<file path="src/rtl/decrypt_memory_if.sv">
// RC4 PRGA memory/handshake bundle: S memory, encrypted ROM, decrypted RAM, start/done.
// master = decrypt engine (drives addresses/data/wrens), slave = memories and controller.
// Read data returns one WAIT state after the registered address; no backpressure.
interface decrypt_memory_if #(
  parameter int AW = 5
);
  logic          start_flag;
  logic          done_flag;
  logic          key_valid;
  logic [7:0]    s_address;
  logic [7:0]    s_data_in;
  logic [7:0]    s_data_out;
  logic          s_wren;
  logic [AW-1:0] rom_address;
  logic [7:0]    rom_data_out;
  logic [AW-1:0] ram_address;
  logic [7:0]    ram_data_in;
  logic          ram_wren;

  modport master (
    input  start_flag, s_data_out, rom_data_out,
    output done_flag, key_valid, s_address, s_data_in, s_wren,
           rom_address, ram_address, ram_data_in, ram_wren
  );

  modport slave (
    output start_flag, s_data_out, rom_data_out,
    input  done_flag, key_valid, s_address, s_data_in, s_wren,
           rom_address, ram_address, ram_data_in, ram_wren
  );
endinterface

</file>
<file path="src/rtl/decrypt_memory.sv">
// RC4 keystream/decrypt stage: swaps S[i]/S[j], XORs S[S[i]+S[j]] with ROM byte, writes RAM.
// Latency: fixed 12 cycles per byte; done_flag rises 12*(n+1) edges after start is sampled.
// No backpressure: memories are single-cycle synchronous, every read gets one WAIT state.
module decrypt_memory #(
  parameter int MSG_LEN     = 32,
  parameter bit CHECK_ASCII = 1'b1
) (
  input  logic             clk,
  input  logic             reset,
  decrypt_memory_if.master bus
);
  localparam int AW = $clog2(MSG_LEN);

  typedef enum logic [3:0] {
    IDLE, SET_I, WAIT_I, GET_I, SET_J, WAIT_J, GET_J,
    WR_I, WR_J, SET_F, WAIT_F, GET_F, NEXT, DONE
  } state_t;

  state_t        r_state;
  logic [7:0]    r_i, r_j, r_si, r_sj;
  logic [AW-1:0] r_k;
  logic [7:0]    r_s_address, r_s_data_in;
  logic          r_s_wren;
  logic [AW-1:0] r_rom_address, r_ram_address;
  logic [7:0]    r_ram_data_in;
  logic          r_ram_wren;
  logic          r_done_flag, r_key_valid;

  // Accepted plaintext alphabet: space and lowercase letters only.
  function automatic logic is_printable(input logic [7:0] b);
    return (b == 8'h20) || (b >= 8'h61 && b <= 8'h7A);
  endfunction

  // Per-byte sequencer; every memory-facing output is a register driven from here.
  always_ff @(posedge clk) begin
    if (reset) begin
      r_state       <= IDLE;
      r_i           <= '0;
      r_j           <= '0;
      r_k           <= '0;
      r_si          <= '0;
      r_sj          <= '0;
      r_s_address   <= '0;
      r_s_data_in   <= '0;
      r_s_wren      <= 1'b0;
      r_rom_address <= '0;
      r_ram_address <= '0;
      r_ram_data_in <= '0;
      r_ram_wren    <= 1'b0;
      r_done_flag   <= 1'b0;
      r_key_valid   <= 1'b0;
    end else begin
      case (r_state)
        IDLE: begin
          r_s_wren   <= 1'b0;
          r_ram_wren <= 1'b0;
          if (bus.start_flag) begin
            r_i         <= '0;
            r_j         <= '0;
            r_k         <= '0;
            r_key_valid <= 1'b1;
            r_state     <= SET_I;
          end
        end
        SET_I: begin
          r_i           <= r_i + 8'd1;
          r_s_address   <= r_i + 8'd1;
          r_rom_address <= r_k;
          r_state       <= WAIT_I;
        end
        WAIT_I: r_state <= GET_I;
        GET_I: begin
          r_si    <= bus.s_data_out;
          r_j     <= r_j + bus.s_data_out;
          r_state <= SET_J;
        end
        SET_J: begin
          r_s_address <= r_j;
          r_state     <= WAIT_J;
        end
        WAIT_J: r_state <= GET_J;
        GET_J: begin
          r_sj    <= bus.s_data_out;
          r_state <= WR_I;
        end
        WR_I: begin
          r_s_address <= r_i;
          r_s_data_in <= r_sj;
          r_s_wren    <= 1'b1;
          r_state     <= WR_J;
        end
        WR_J: begin
          r_s_address <= r_j;
          r_s_data_in <= r_si;
          r_s_wren    <= 1'b1;
          r_state     <= SET_F;
        end
        SET_F: begin
          // The S[j] write commits on this edge, so the lookup sees the post-swap S.
          r_s_wren    <= 1'b0;
          r_s_address <= r_si + r_sj;
          r_state     <= WAIT_F;
        end
        WAIT_F: r_state <= GET_F;
        GET_F: begin
          r_ram_address <= r_k;
          r_ram_data_in <= bus.s_data_out ^ bus.rom_data_out;
          r_ram_wren    <= 1'b1;
          r_state       <= NEXT;
        end
        NEXT: begin
          // The byte just written is still held in r_ram_data_in for the check.
          r_ram_wren <= 1'b0;
          if (CHECK_ASCII && !is_printable(r_ram_data_in)) begin
            r_key_valid <= 1'b0;
            r_done_flag <= 1'b1;
            r_state     <= DONE;
          end else if (r_k == AW'(MSG_LEN - 1)) begin
            r_done_flag <= 1'b1;
            r_state     <= DONE;
          end else begin
            r_k     <= r_k + AW'(1);
            r_state <= SET_I;
          end
        end
        DONE: begin
          r_s_wren   <= 1'b0;
          r_ram_wren <= 1'b0;
        end
        default: r_state <= IDLE;
      endcase
    end
  end

  assign bus.s_address   = r_s_address;
  assign bus.s_data_in   = r_s_data_in;
  assign bus.s_wren      = r_s_wren;
  assign bus.rom_address = r_rom_address;
  assign bus.ram_address = r_ram_address;
  assign bus.ram_data_in = r_ram_data_in;
  assign bus.ram_wren    = r_ram_wren;
  assign bus.done_flag   = r_done_flag;
  assign bus.key_valid   = r_key_valid;
endmodule

</file>
<file path="src/flat_wrapper.sv">
// flat-port wrapper written by rule: the top's interface ports become plain ports
module decrypt_memory_flat 
#(
  parameter int MSG_LEN     = 32,
  parameter bit CHECK_ASCII = 1'b1
)
  (clk, reset, bus_start_flag, bus_s_data_out, bus_rom_data_out, bus_done_flag, bus_key_valid, bus_s_address, bus_s_data_in, bus_s_wren, bus_rom_address, bus_ram_address, bus_ram_data_in, bus_ram_wren);
  decrypt_memory_if bus_i ();
  input  logic clk;
  input  logic reset;
  input wire logic [$bits(bus_i.start_flag)-1:0] bus_start_flag;
  input wire logic [$bits(bus_i.s_data_out)-1:0] bus_s_data_out;
  input wire logic [$bits(bus_i.rom_data_out)-1:0] bus_rom_data_out;
  output wire logic [$bits(bus_i.done_flag)-1:0] bus_done_flag;
  output wire logic [$bits(bus_i.key_valid)-1:0] bus_key_valid;
  output wire logic [$bits(bus_i.s_address)-1:0] bus_s_address;
  output wire logic [$bits(bus_i.s_data_in)-1:0] bus_s_data_in;
  output wire logic [$bits(bus_i.s_wren)-1:0] bus_s_wren;
  output wire logic [$bits(bus_i.rom_address)-1:0] bus_rom_address;
  output wire logic [$bits(bus_i.ram_address)-1:0] bus_ram_address;
  output wire logic [$bits(bus_i.ram_data_in)-1:0] bus_ram_data_in;
  output wire logic [$bits(bus_i.ram_wren)-1:0] bus_ram_wren;
  assign bus_i.start_flag = bus_start_flag;
  assign bus_i.s_data_out = bus_s_data_out;
  assign bus_i.rom_data_out = bus_rom_data_out;
  assign bus_done_flag = bus_i.done_flag;
  assign bus_key_valid = bus_i.key_valid;
  assign bus_s_address = bus_i.s_address;
  assign bus_s_data_in = bus_i.s_data_in;
  assign bus_s_wren = bus_i.s_wren;
  assign bus_rom_address = bus_i.rom_address;
  assign bus_ram_address = bus_i.ram_address;
  assign bus_ram_data_in = bus_i.ram_data_in;
  assign bus_ram_wren = bus_i.ram_wren;
  decrypt_memory #(.MSG_LEN(MSG_LEN), .CHECK_ASCII(CHECK_ASCII)) u_core (.clk(clk), .reset(reset), .bus(bus_i));
endmodule
</file>
<file path="config.mk">
export PLATFORM = sky130hd
export DESIGN_NAME = decrypt_memory_flat
export DESIGN_NICKNAME = d
export VERILOG_FILES = /design/src/rtl/decrypt_memory_if.sv /design/src/rtl/decrypt_memory.sv /design/src/flat_wrapper.sv
export SDC_FILE = /design/constraint.sdc
export NUM_CORES = 1
export LEC_CHECK = 0
export ABC_CLOCK_PERIOD_IN_PS = 2300
export CAP_MARGIN = 20
export CORE_MARGIN = 2
export CORE_UTILIZATION = 40
export DETAILED_ROUTE_END_ITERATION = 8
export GPL_TIMING_DRIVEN = 0
export PLACE_DENSITY = 0.63
export SYNTH_ARGS = -nofsm -noshare
export SYNTH_HDL_FRONTEND = slang
export SYNTH_SLANG_ARGS = --single-unit
export TNS_END_PERCENT = 30
</file>
<file path="constraint.sdc">
create_clock -name clk -period 2.3 [get_ports clk]
set_clock_uncertainty 0.05 [all_clocks]
set_input_delay 0.69 -clock clk [delete_from_list [all_inputs] [get_ports clk]]
set_output_delay 0.69 -clock clk [all_outputs]
set_load 0.03 [all_outputs]
</file>
==> impl.org <==
** Timing
- Final Setup Violations :: 0
- The number of pins with negative max-slew slack in the final report was 0.
- Count of endpoints failing hold in the final timing report :: 0
- Period utilization :: 0.991
- For the finished layout, the period the worst path requires is 2.28 ns.
- Actual transition at the worst max-transition pin :: 0.874 ns
- Unrepaired setup endpoints after global routing :: true
- The worst pin sits at a relative slew slack of 0.413.
- Fmax :: 439 MHz

** Logic synthesis
- FF+latch count, synth :: 79
- In the synthesized netlist the async set-or-reset flop fraction comes to 0.
- Of the post-synthesis cell area, the dominant cell type holds 0.377.
- The synthesized design spends more area on one cell type than any other, namely sky130_fd_sc_hd__dfxtp_1.
- Most frequently used flop master after synthesis :: sky130_fd_sc_hd__dfxtp_1
- Post-synth EDFFs :: 0
- Post-synthesis cell type count :: 58
- Synthesis Warnings :: 0
- Syn Nets :: 557
- After synthesis the cells add up to 4190 sq um.
- Dividing the synthesized area by the synthesized cell count gives 8.08 sq um.
- Post-synthesis sequential area ratio :: 0.377
- Ranked by total cell area, the synthesized netlist is headed by sky130_fd_sc_hd__dfxtp_1, sky130_fd_sc_hd__nand2_1, sky130_fd_sc_hd__a21oi_1.
- Synthesis handed over a netlist of 519 instances.

** Clock network
- Clock tree root driver cell :: sky130_fd_sc_hd__clkbuf_8
- Clock latency at the later pin of the worst-skew pair :: 0.36 ns
- The H-tree was split into 3 levels.
- Clock-pin slew on the worst setup and hold paths :: 0.08 ns
- TritonCTS built the clock tree.
- CTS saw 79 sinks.
- In this run the deepest clock path goes through 2 buffers.
- In this run the post-CTS setup repair buffer count came out at 0.
- Inserted Clock Buffers :: 9

** Setup path
- The largest individual stage delay along the critical path comes from the cell sky130_fd_sc_hd__clkdlybuf4s50_1.
- Required time of the critical path :: 2.49 ns
- Together, buffers and inverters on the worst path number 1.
- For the worst flop-to-flop path, the logic depth is 7.
- The worst register-to-register path ends at u_core.bus.s_address[6]$_SDFFE_PP0P_.
- By startpoint and endpoint, the worst setup path is classified as in2reg.
- Register-to-register setup slack :: 0.08 ns
- In this run the critical register-to-register path is launched from u_core.r_sj[0]$_SDFFE_PP0P_.
- Startpoint type of the worst setup path :: input port
- Top Family by Delay on Critical Path :: simple AND/OR/NAND/NOR gates
- CP arrival :: 2.47 ns
- CP max FO :: 5
- Cells traversed along the worst timing path :: clkdlybuf4s50_1, or3b_2, nor2_4, nor2_1, a21boi_0, mux2_2
- STA classifies the critical path endpoint as a flip-flop.
- In this design, the stage delay of the slowest critical-path cell is 0.53 ns.

** Global routing
- First-pass GRT wire length :: 19500 um
- Gr ovfl total :: 0
- Maximum number of pins on one net before global-route repair :: 14
- Total Routing Usage GR :: 0.221
- Number of global-route vias before repair :: 3716
- Initial antenna violation count :: 0

** Power
- Of the total power, combinational logic draws 0.394.
- The internal power of the cells totals 2810 uW.
- For this design the total switching power over the nets is 1810 uW.
- Largest voltage drop on the vdd net :: 401 uV
- Switch share :: 0.392
- Portion of total power attributed to sequential cells :: 0.360
- Part of the total power dissipated in the clock network :: 0.245
- After layout, the design draws a total of 4610 uW.
- For this design the static power due to leakage is 0.00188 uW.
- P per Cell Area :: 894 nW/um^2

** Route
- DRC :: 0
- Met3 layer wire length in the routed design :: 523 um
- Routed Antenna Nets :: 0
- Wires add up to 12100 um.
- Max layer used :: met4
- Across all layers, the routed design uses 4037 vias.
- For this block, wires on met1 add up to 5830 um.
- For this block, the initial DRC count from the detailed router was 209.
- Met2 WL :: 5490 um
- Number of iterations in the first detailed-routing pass :: 5
- After detailed routing, the number of vias per cell comes to 5.58.
- Mean routed wirelength per cell :: 16.8 um

** Placed design
- Routability congestion estimate :: 0.941
- Once detailed placement completed, the half-perimeter wirelength came to 9030 um.
- Post-DP Area :: 4900 sq um
- Port-buffer cells :: 54

** Die
- The die is 106 um wide.
- After floorplanning, the core was sized to cover 10200 sq um.
- The die covers 11300 sq um.
- Starting density of the core :: 0.410
- IO Count :: 57
- Chip height :: 106 um
- Core Rows :: 37

** Status
- Run status :: finished clean

** Layout
- Of the cells placed in the final design, the portion with a size suffix greater than 1 is 0.0748.
- In the layout the commonest cells are sky130_fd_sc_hd__nand2_1, sky130_fd_sc_hd__dfxtp_1, sky130_fd_sc_hd__a21oi_1.
- Commonest non-fill, non-tap cell in the layout :: sky130_fd_sc_hd__nand2_1
- At the end of the flow the core is filled with cells to 0.504.
- Net count reported at finish :: 622
- Diodes inserted :: 0
- Once layout is done, the placed cells without fillers occupy 5160 sq um.
- Area growth, synth to finish :: 23.0%

** Worst hold path
- Along the worst hold path, the cell count comes to 2.
- Path type of the worst min-delay path :: reg2reg
- In this run the most critical hold path is launched from u_core.bus.ram_address[2]$_SDFFE_PP0P_.
- End point of the most critical hold path :: u_core.bus.ram_address[2]$_SDFFE_PP0P_

** Flow run
- The tool flagged a number of max-cap violations equal to 0.
[power by group through the flow]
stage,Combinational [uW],Clock [uW],Sequential (uW)
2_1_floorplan,1050,0,1830
3_3_place_gp,1750,0,1690
3_5_place_dp,1760,0,1690
4_1_cts,1780,1150,1660
5_1_grt,1970,1190,1680
6_report,1820,1130,1660
[metrics by stage]
stage	TNS (ns)	setup WS [ns]	cells	hold slack [ns]
global placement	-6.59	-0.817	709	0.394
floorplan	0	0.0742	519	0.403
finish	0	0.0215	724	0.408
CTS	0	0.00282	724	0.411
global route	-0.0702	-0.0494	724	0.429
detailed placement	-6.84	-0.823	709	0.401
[cells in the mapped netlist (6+ instances only)]
cell and instances:
sky130_fd_sc_hd__a211oi_1 14, sky130_fd_sc_hd__a21o_1 6, sky130_fd_sc_hd__a21oi_1 59, sky130_fd_sc_hd__a22oi_1 7
sky130_fd_sc_hd__a311oi_1 8, sky130_fd_sc_hd__buf_2 9, sky130_fd_sc_hd__clkbuf_1 24, sky130_fd_sc_hd__dfxtp_1 79
sky130_fd_sc_hd__ha_1 17, sky130_fd_sc_hd__nand2_1 90, sky130_fd_sc_hd__nand2b_1 6, sky130_fd_sc_hd__nand3_1 12
sky130_fd_sc_hd__nor2_1 44, sky130_fd_sc_hd__nor3b_1 7, sky130_fd_sc_hd__o21ai_0 20, sky130_fd_sc_hd__xnor2_1 14
sky130_fd_sc_hd__xor2_1 7
[final cells by class]
| type | instances | area (sq um) |
|---|---|---|
| plain buffers | 35 | 143 |
| repair buffers | 54 | 528 |
| fillers | 995 | 5070 |
| multi-input cells | 400 | 2510 |
| inverters | 5 | 18.8 |
| clock buffers | 9 | 124 |
| flip-flops and latches | 79 | 1580 |
| clock inverters | 6 | 86.3 |
| well taps | 136 | 170 |
[kinds of logic after synthesis]
group / Yosys count / synth area share
xor+xnor: 21 / 0.0439
buf+inv: 40 / 0.0385
fa+ha+maj: 19 / 0.0603
simple gates: 201 / 0.230
compound gates: 151 / 0.230
flops: 79 / 0.377
mux: 8 / 0.0200
[metal layers]
| metal | global-route usage | vias to the layer above |
|---|---|---|
| li1 | - | 1999 |
| met1 | 0.306 | 1912 |
| met2 | 0.341 | 107 |
| met3 | 0.0331 | 19 |
| met4 | 0.0959 | 0 |
| met5 | 0 | - |
[what timing repair did]
| item | in CTS | in global routing |
|---|---|---|
| endpoints found under the setup margin | 4 | 9 |
| hold buffers | 0 | 0 |
| pin swaps | 1 | 1 |
| cloned | 0 | 0 |
| gates resized for setup | 9 | 11 |
[how the worst max path moves through the flow]
stage          depth (start not counted)  slack [ns]                   startpoint                                   end
2_1_floorplan                          6        0.07            bus_s_data_out[1]            u_core.r_j[7]$_SDFFE_PP0P_
4_1_cts                                5       0.003               bus_start_flag            u_core.r_k[0]$_SDFFE_PP0P_
3_5_place_dp                           7       -0.82            bus_s_data_out[1]            u_core.r_j[7]$_SDFFE_PP0P_
5_1_grt                                7       -0.05  u_core.r_sj[0]$_SDFFE_PP0P_  u_core.bus.s_address[6]$_SDFFE_PP0P_
3_3_place_gp                           7       -0.82            bus_s_data_out[1]            u_core.r_j[7]$_SDFFE_PP0P_
6_report                               6        0.02               bus_start_flag            u_core.r_k[0]$_SDFFE_PP0P_
[sequential cells by signal, indices dropped and copies added (netlist names), 4 cells and up]
| name | cells |
|---|---|
| u_core.bus.s_data_in | 8 |
| u_core.bus.ram_data_in | 8 |
| u_core.bus.ram_address | 5 |
| u_core.bus.s_address | 8 |
| u_core.r_i | 8 |
| u_core.r_k | 5 |
| u_core.bus.rom_address | 5 |
| u_core.r_sj | 8 |
| u_core.r_si | 8 |
| u_core.r_state | 4 |
| u_core.r_j | 8 |
[worst register-to-register path: stages, from the launching register on]
cell and delay, ns:
sky130_fd_sc_hd__dfxtp_1 0.34, sky130_fd_sc_hd__ha_1 0.23, sky130_fd_sc_hd__fa_1 0.43, sky130_fd_sc_hd__a211oi_2 0.25, sky130_fd_sc_hd__o21ai_0 0.14, sky130_fd_sc_hd__a21oi_1 0.21, sky130_fd_sc_hd__mux2_2 0.37, sky130_fd_sc_hd__a21oi_1 0.13
Power figures use the tool's default switching activity.
